[config.mk]
export PLATFORM = sky130hd
export DESIGN_NAME = stereo_mpx_mod
export DESIGN_NICKNAME = d
export VERILOG_FILES = /design/src/rtl/stereo_mpx_mod.sv
export SDC_FILE = /design/constraint.sdc
export NUM_CORES = 1
export LEC_CHECK = 0
export ABC_CLOCK_PERIOD_IN_PS = 5700
export CORE_UTILIZATION = 40
export CTS_CLUSTER_DIAMETER = 80
export CTS_CLUSTER_SIZE = 40
export DETAILED_ROUTE_END_ITERATION = 6
export GPL_ROUTABILITY_DRIVEN = 0
export SETUP_SLACK_MARGIN = 0.2
export SLEW_MARGIN = 20
export SYNTH_ARGS = -nofsm -noshare
export SYNTH_HDL_FRONTEND = slang
export SYNTH_SLANG_ARGS = --single-unit
[constraint.sdc]
create_clock -name clk -period 5.7 [get_ports clk]
set_clock_uncertainty 0.15 [all_clocks]
set_input_delay 1.14 -clock clk [delete_from_list [all_inputs] [get_ports clk]]
set_output_delay 1.14 -clock clk [all_outputs]
set_load 0.01 [all_outputs]
[src/rtl/stereo_mpx_mod.sv]
// stereo_mpx_mod: three-stage FM stereo composite (MPX) modulator with pilot, clamp and sticky overflow
module stereo_mpx_mod #(
  parameter int OUT_WIDTH   = 10,
  parameter int AUDIO_WIDTH = 16,
  parameter int MPX_WIDTH   = 16,
  parameter int AUDIO_SHIFT = 2,
  parameter int PILOT_SHIFT = 4
) (
  input  logic                          clk,
  input  logic                          reset_n,
  input  logic                          clken,
  input  logic                          audio_valid,
  input  logic signed [AUDIO_WIDTH-1:0] audio_l,
  input  logic signed [AUDIO_WIDTH-1:0] audio_r,
  input  logic signed [OUT_WIDTH-1:0]   fsin_i,
  input  logic signed [OUT_WIDTH-1:0]   fsin2x_i,
  input  logic                          stereo_en,
  input  logic                          pilot_en,
  input  logic                          overflow_clr,
  output logic signed [MPX_WIDTH-1:0]   mpx_o,
  output logic                          mpx_valid,
  output logic                          overflow
);
  localparam int AW1 = AUDIO_WIDTH + 1;
  localparam int PW  = AW1 + OUT_WIDTH;
  localparam int SW  = PW + MPX_WIDTH + 2;
  localparam int PS  = MPX_WIDTH - OUT_WIDTH - PILOT_SHIFT;
  localparam logic signed [SW-1:0] MAX = {{(SW-MPX_WIDTH+1){1'b0}}, {(MPX_WIDTH-1){1'b1}}};
  localparam logic signed [SW-1:0] MIN = ~MAX;
  logic signed [AUDIO_WIDTH-1:0] r_l, r_r;
  logic signed [AW1-1:0]         r_m1, r_s1, r_m2;
  logic signed [OUT_WIDTH-1:0]   r_c1, r_p1, r_p2;
  logic signed [PW-1:0]          r_prod2;
  logic [1:0]                    r_fill;
  logic signed [SW-1:0]          w_sum;
  logic                          w_hi, w_lo;
  logic signed [MPX_WIDTH-1:0]   w_mpx;
  always_comb begin
    w_sum = (((SW'(r_m2) <<< (OUT_WIDTH-1)) + SW'(r_prod2)) >>> (OUT_WIDTH-1+AUDIO_SHIFT))
          + (SW'(r_p2) <<< PS);
    w_hi  = w_sum > MAX;
    w_lo  = w_sum < MIN;
    w_mpx = w_hi ? MAX[MPX_WIDTH-1:0] : w_lo ? MIN[MPX_WIDTH-1:0] : w_sum[MPX_WIDTH-1:0];
  end
  always_ff @(posedge clk or negedge reset_n) begin
    if (!reset_n) begin
      r_l       <= '0;
      r_r       <= '0;
      r_m1      <= '0;
      r_s1      <= '0;
      r_c1      <= '0;
      r_p1      <= '0;
      r_prod2   <= '0;
      r_m2      <= '0;
      r_p2      <= '0;
      r_fill    <= '0;
      mpx_o     <= '0;
      mpx_valid <= 1'b0;
      overflow  <= 1'b0;
    end else begin
      if (audio_valid) begin
        r_l <= audio_l;
        r_r <= audio_r;
      end
      mpx_valid <= clken && r_fill[1];
      if (clken) begin
        r_m1    <= AW1'(r_l) + AW1'(r_r);
        r_s1    <= AW1'(r_l) - AW1'(r_r);
        r_c1    <= stereo_en ? fsin2x_i : '0;
        r_p1    <= (stereo_en && pilot_en) ? fsin_i : '0;
        r_prod2 <= PW'(r_s1) * PW'(r_c1);
        r_m2    <= r_m1;
        r_p2    <= r_p1;
        mpx_o   <= w_mpx;
        r_fill  <= r_fill + {1'b0, ~&r_fill};
      end
      overflow <= (clken && (w_hi || w_lo)) || (overflow && !overflow_clr);
    end
  end
endmodule

# After elaboration in Yosys (flattened, before gate mapping)
# Index checks and enable logic that the tools add are counted.
# classes
muxes	4
multipliers	1
addsub	5
order_cmp	2
reduce_logical	9
# op_table
cell	count
$mux W16	2
$add A26 B27 Y28	1
$mul A17 B10 Y27	1
$mux W10	2
$add A17 B12 Y18	1
$gt A18 B16 Y1 const B	1
$lt A18 B16 Y1 const B	1
$add A16 B16 Y17	1
$sub A16 B16 Y17	1
$logic_and A1 B1 Y1	4
$add A2 B1 Y2	1
$logic_not A1 Y1	2
$logic_or A1 B1 Y1	2
$reduce_and A2 Y1	1
# word_totals
regBits	160

# Logic depth before layout (Yosys ltp)
# depth
ltp_word	6
ltp_mapped	20

# Least setup slack after synthesis
# OpenSTA, ideal clock, no wires.
# synth_path
path_kind	register -> register
start	register r_c1[9]
end	register r_prod2[21]
stages_incl_launch_ff	20
arrival_ns	5.420
period_less_slack_ns	5.694
slack_ns	0.006
setup_time_ns	0.125
cell_sequence	dfrtp_1 -> inv_1 -> clkbuf_1 -> nor2_1 -> fa_1 -> inv_1 -> fa_1 -> fa_1 -> fa_1 -> inv_1 -> fa_1 -> ha_1 -> a21o_1 -> a21oi_1 -> o21ai_0 -> o2111ai_1 -> nand4_1 -> a31o_2 -> xor2_1 -> mux2_2
# synth_between
elab_chain_cells	1
# synth_rtl
item	line_no	text
start: declaration	32	logic signed [OUT_WIDTH-1:0] r_c1, r_p1, r_p2;
start signal: assignment	69	r_c1 <= stereo_en ? fsin2x_i : '0;
$mul A17 B10 Y27	71	r_prod2 <= PW'(r_s1) * PW'(r_c1);
end signal: assignment	71	
end: declaration	33	logic signed [PW-1:0] r_prod2;
# Every way passes these cells.
# A chain may end at the register's enable or synchronous reset.

# Worst setup path in the final report
# layout_path
start	register r_c1[6]
end	register r_prod2[21]
# The elaborated chain is that of the path after synthesis.

==> key figures <==
Placement
  • DP HPWL: 26900 um
  • Placement Cell Area: 15810 um^2
  • Number of port buffers: 76
  • Inst Count DP: 2022

Pwr
  • Comb pwr share: 0.725
  • Psw: 4802 uW
  • Clk network pwr share: 0.120
  • Peak supply drop: 0.3865 mV
  • Internal: 5796 uW
  • Switching Share: 0.4531
  • Leak pwr: 0.007756 uW
  • Pwr Density: 618.5 nW/um^2
  • Register share of total power: 0.155

Run status
  • Status: finished, final reports clean

Synth
  • Synth Instances: 1509
  • EDFF count, synth: 0
  • Synth Cell Area: 14390 um^2
  • Post-synthesis sequential element count: 150
  • Register area share after synthesis: 0.2609
  • Yosys warning count: 0
  • Ys async rst share: 1.000
  • Synth Flop Type: dfrtp_1
  • Mapped Nets: 1843
  • Post-synth cell types: 69
  • Syn Area/Cell: 9.533 um^2

Timing
  • Tcrit/Tclk final: 0.9663
  • Slew headroom: 0.3583
  • Max Slew Vio Count: 0
  • Worst Tran Pin Value: 0.9626 ns
  • Fmax: 181.6 MHz
  • Final setup fails: 0
  • RSZ-0062 raised after global routing: true
  • Hold Vio Cnt, Final: 0
  • Tmin final: 5.508 ns

Layout
  • Post-route cell area: 17130 um^2
  • Commonest non-fill, non-tap cell in the layout: inv_1
  • Final Non-Filler Cells: 2096
  • Nets: 1956
  • Commonest cells after routing, fill and taps aside: inv_1, fa_1, dfrtp_1
  • P&R area growth vs syn: 19.11%
  • Fillers: 3349
  • Share of layout cells above drive strength 1: 0.1683

Critical path
  • Crit path kind: reg -> reg
  • Critical path's most frequent cell: fa_1
  • Worst r2r src: r_c1[6]$_DFFE_PN0P_
  • Crit end category: flop
  • R2R Setup Slk: 0.19 ns
  • CP Cell Sequence: and2_4 -> fa_1 -> inv_1 -> fa_1 -> fa_1 -> fa_1 -> inv_1 -> fa_1 -> ha_4 -> a21o_1 -> a21oi_2 -> o21ai_2 -> o2111ai_2 -> nand4_1 -> buf_4 -> a31o_4 -> xor2_1 -> mux2_4
  • Crit start category: flop
  • R2r endpoint: r_prod2[21]$_DFFE_PN0P_
  • Worst Path Buf+Inv: 3
  • R2r worst-path depth: 18
  • Slowest CP cell: fa_1
  • Worst-path maximum fanout: 6
  • CP top delay family: adder cells
  • CP peak stage delay: 0.58 ns
  • CP required: 5.87 ns
  • Worst path arrival time: 5.68 ns

Min path
  • Worst min-delay path endpoint: r_fill[1]$_DFFE_PN0P_
  • Hold crit path type: reg -> reg
  • Worst Hold Depth: 1
  • Hold path startpoint: r_fill[1]$_DFFE_PN0P_

Floorplanning
  • Die Wd: 191.6 um
  • Cell Rows: 69
  • Die area: 36730 um^2
  • Core ar.: 35480 um^2
  • Initial Util: 0.4054
  • I/O pin count: 77
  • Die Height: 191.6 um

GRT
  • GRT Total Usage: 0.1960
  • Vias in the first global route: 10896
  • Overflow after GRT: 0
  • Initial antenna violation count: 5
  • First-pass GRT wire length: 56140 um
  • Largest net degree at the start of global routing: 86

Clock tree
  • Clock buffer depth: 2
  • Clk slew on worst S/H paths: 0.07 ns
  • Hold_buf cts: 0
  • CTS buffer count: 17
  • H-tree depth: 4
  • Clock latency on the worst-skew pair: 0.44 ns
  • Clk sinks: 150
  • CTS root buf: clkbuf_16
  • CTS tree: built

Detailed routing
  • TritonRoute pass-1 iters: 5
  • Vias: 10856
  • Routed WL: 34530 um
  • Post-route ant nets: 0
  • Via/cell ratio: 5.179
  • 1st-iter DRT viols: 603
  • WL per Instance: 16.47 um
  • Drt drc: 0

Job
  • Max Cap Viol: 0
## power groups by stage
stage | logic, uW | registers (uW) | clock network (uW)
after CTS | 6990 | 1660 | 1300
final | 7680 | 1650 | 1270
after global placement | 6650 | 1660 | 0
after global routing | 8570 | 1680 | 1340
after detailed placement | 6770 | 1670 | 0
after floorplan | 5110 | 1540 | 0
## cells in the mapped netlist (all sizes together), types with 3 or more instances
| master | n | area share |
|---|---|---|
| ha | 126 | 0.11 |
| and2 | 81 | 0.035 |
| xor2 | 11 | 0.0067 |
| nor2 | 91 | 0.024 |
| o311ai | 4 | 0.0024 |
| a2111oi | 3 | 0.0018 |
| a211oi | 15 | 0.0078 |
| nor4 | 6 | 0.0030 |
| nand3 | 23 | 0.0080 |
| o31ai | 10 | 0.0052 |
| a22o | 10 | 0.0061 |
| mux2 | 56 | 0.044 |
| o21bai | 6 | 0.0031 |
| fa | 149 | 0.21 |
| dfrtp | 150 | 0.26 |
| o21ai | 70 | 0.025 |
| inv | 223 | 0.058 |
| nand2b | 20 | 0.0087 |
| nor3b | 3 | 0.0016 |
| or3 | 8 | 0.0035 |
| o211ai | 5 | 0.0030 |
| a311oi | 7 | 0.0051 |
| a21oi | 54 | 0.019 |
| nand2 | 125 | 0.033 |
| nor3 | 21 | 0.0073 |
| nand4 | 11 | 0.0048 |
| o221a | 6 | 0.0047 |
| clkbuf | 53 | 0.014 |
| a31oi | 9 | 0.0043 |
| o21a | 14 | 0.0073 |
| a31o | 5 | 0.0030 |
| o2111ai | 4 | 0.0024 |
| and3 | 6 | 0.0026 |
| a21o | 14 | 0.0073 |
| nor2b | 13 | 0.0057 |
| xnor2 | 46 | 0.028 |
| a2bb2oi | 4 | 0.0024 |
| nand3b | 4 | 0.0021 |
| or2 | 4 | 0.0017 |
| buf | 15 | 0.0046 |
## worst register-to-register path, stage by stage, from the launching register on
cell       delay [ns]
dfrtp_2          0.46
and2_4           0.18
fa_1             0.52
inv_1            0.05
fa_1             0.58
fa_1             0.45
fa_1             0.49
inv_1            0.05
fa_1             0.51
ha_4             0.22
a21o_1           0.17
a21oi_2          0.14
o21ai_2          0.08
o2111ai_2        0.23
nand4_1          0.27
buf_4            0.23
a31o_4           0.21
xor2_1           0.14
mux2_4           0.25
## logic make-up (layout without fill, tap and decap cells)
kind of cell | Yosys count | after routing | share of synthesized area
and+or+nand+nor | 420 | 420 | 0.1429
buffers and inverters | 291 | 416 | 0.07663
adders and majority gates | 275 | 275 | 0.3170
AOI/OAI and AO/OA | 259 | 259 | 0.1233
DFF | 150 | 150 | 0.2609
xor gates and xnor gates | 57 | 57 | 0.03470
muxes | 57 | 57 | 0.04453
other | 0 | 1 | 0
## metal layers
layer | share of wire | global-route usage | up-vias | wire (um)
met5 | 0.00029 | 0 | - | 10
met1 | 0.46 | 0.2661 | 5396 | 15870
met4 | 0.016 | 0.04670 | 2 | 552
met3 | 0.046 | 0.04166 | 34 | 1605
met2 | 0.48 | 0.3187 | 233 | 16500
li1 | - | - | 5191 | -
## state kept, by name (all words and copies together), names as in the netlist, 10 cells and up
signal,cells
r_prod2,18
mpx_o,16
r_p2,10
r_l,16
r_p1,10
r_r,16
r_c1,10
r_m2,17
r_s1,16
r_m1,17
## worst max path at each step
stage | start | endpoint | slack [ns] | depth (start not counted)
finish | r_c1[6]$_DFFE_PN0P_ | r_prod2[21]$_DFFE_PN0P_ | 0.19 | 18
global route | r_c1[6]$_DFFE_PN0P_ | r_prod2[21]$_DFFE_PN0P_ | 0.06 | 18
CTS | r_m1[0]$_DFFE_PN0P_ | r_prod2[21]$_DFFE_PN0P_ | 0.19 | 16
detailed placement | r_s1[2]$_DFFE_PN0P_ | r_prod2[21]$_DFFE_PN0P_ | -0.06 | 17
global placement | r_s1[2]$_DFFE_PN0P_ | r_prod2[21]$_DFFE_PN0P_ | 0.02 | 16
floorplan | r_c1[9]$_DFFE_PN0P_ | r_prod2[21]$_DFFE_PN0P_ | 0.21 | 19
## per-stage QoR
| stage | utilization | hold WS [ns] | setup WS (ns) | setup TNS [ns] | power (uW) |
|---|---|---|---|---|---|
| floorplan | - | 0.2976 | 0.2103 | 0 | 6652 |
| global placement | 0.4455 | 0.3153 | 0.02143 | 0 | 8312 |
| detailed placement | 0.4455 | 0.3210 | -0.05807 | -0.1062 | 8441 |
| CTS | 0.4661 | 0.3364 | 0.1905 | 0 | 9948 |
| global route | 0.4828 | 0.3427 | 0.05769 | 0 | 11590 |
| finish | 0.4829 | 0.3319 | 0.1919 | 0 | 10600 |
## cell type report
class                      count  area, um^2  share of cell area
inverter                     223       837.1             0.04885
clock buffer                  17       425.4             0.02483
clock inverter                14       219.0             0.01278
sequential                   150        3776              0.2204
antenna                        1       2.502           0.0001460
multi-input combinational   1068        9804              0.5722
tap                          461       576.8             0.03366
timing repair buffer         162        1493             0.08712
## repair_timing
item	CTS	global route
endpoints found under the setup margin	9	9
resized for setup	23	75
cloned	0	1
setup buffers	6	35
pin swaps	5	57
(Power assumes the default switching activity.)
==> variant (config.mk and constraints unchanged) <==
The parameter `OUT_WIDTH` goes from 10 to 8.
--- a/src/rtl/stereo_mpx_mod.sv
+++ b/src/rtl/stereo_mpx_mod.sv
@@ -2,3 +2,3 @@
 module stereo_mpx_mod #(
-  parameter int OUT_WIDTH   = 10,
+  parameter int OUT_WIDTH   = 8,
   parameter int AUDIO_WIDTH = 16,
Interface: changed (resized fsin2x_i and fsin_i); port bits go from 77 to 73. No check against the original RTL was run, so the function may have changed too.
==> variant against the original RTL <==
  * Wire length decreased by 24%
  * Worst setup slack improved by 0.23 ns
  * Sequential cell count decreased by 6
  * Area after synthesis decreased by 14%
  * Critical path type unchanged
  * Critical path depth decreased by 2
  * Design area decreased by 18%
  * Total power decreased by 30%
  * Combinational power decreased by 39%
  * Largest cell class unchanged
  * Maximum frequency increased by 4.4%
  * Sequential share of layout area increased by 3.6 points
  * Count of clock-buffer cells in the layout increased by 1
==> variant: results (changes against the original RTL) <==
status=complete, no violations; grt met2 use=28.2% (-3.6 points); post-synthesis xor/xnor area fraction=4.76% (+1.3 points); Worst Reg2Reg Path Length in Cells=16 (-2); met3 WL=1160 um (-28%); DR WL met2=11700 um (-29%); R2R Setup Slk=0.43 ns (+0.23 ns); leak pwr=0.00664 uW (-14%); DP Cell Count=1701 (-16%); Slew headroom=34.6% (-1.3 points); Commonest cells post-synth=inv_1 (182), dfrtp_1 (144), fa_1 (110); sequential share of the synthesized area=29.2% (+3.1 points); Antenna Cells=0 (-1); first-pass GRT wire length=44500 um (-21%); Worst R2R End=r_prod2[24]$_DFFE_PN0P_; adder-cell area share of the yosys netlist=28.9% (-2.8 points); DP Area=13400 um^2 (-15%); Reg2Reg Launch Point=r_s1[1]$_DFFE_PN0P_; post-synthesis mux area share=6.01% (+1.6 points); synth unique cells=55 (-20%); average wire per standard cell=15.1 um (-8.4%); worst vdd ir=0.253 mV (-35%); met1 Use GR=25.9% (-0.71 points); Post-Route M1 WL=13100 um (-17%); layout cells sized above 1=9.93% (-6.9 points); initial antenna violation count=2 (-3); Pre-antenna DRT Iters=4 (-1); max layer used=met4; 1st-iter DRT viols=531 (-12%); syn_nets=1546 (-16%); Worst EP arrival=5.43 ns (-0.25 ns); Syn Area/Cell=9.69 um^2 (+1.6%); dominant cells by area after synthesis=dfrtp_1 (29%), fa_1 (18%), ha_1 (11%), mux2_2 (5.8%), inv_1 (5.5%)
-- variant: report_power, final --
group	internal [uW]	switching, uW	total [uW]
sequential	1330	283	1620
combinational	2230	2460	4690
clock	650	472	1120
total	4220	3210	7430
-- variant: cell type report --
cell class,instances,area [um^2],area share [%]
flip-flops and latches,144,3610,25.6
well taps,390,488,3.47
clock inverters,14,158,1.12
clock buffers,18,429,3.05
multi-input cells,905,7880,56.0
repair buffers,87,831,5.90
inverters,182,683,4.85
-- variant: logic make-up after synthesis --
logic type               Yosys count
AND/OR/NAND/NOR                  346
multiplexers                      66
flip-flops                       144
buffers and inverters            223
XOR/XNOR                          67
adder cells (fa/ha/maj)          219
AO/OA/AOI/OAI                    207
-- variant: timing repair --
item,4_1_cts,5_1_grt
setup buffers,0,7
hold endpoints to repair,0,0
gates resized for setup,0,5
setup endpoints to repair,0,14
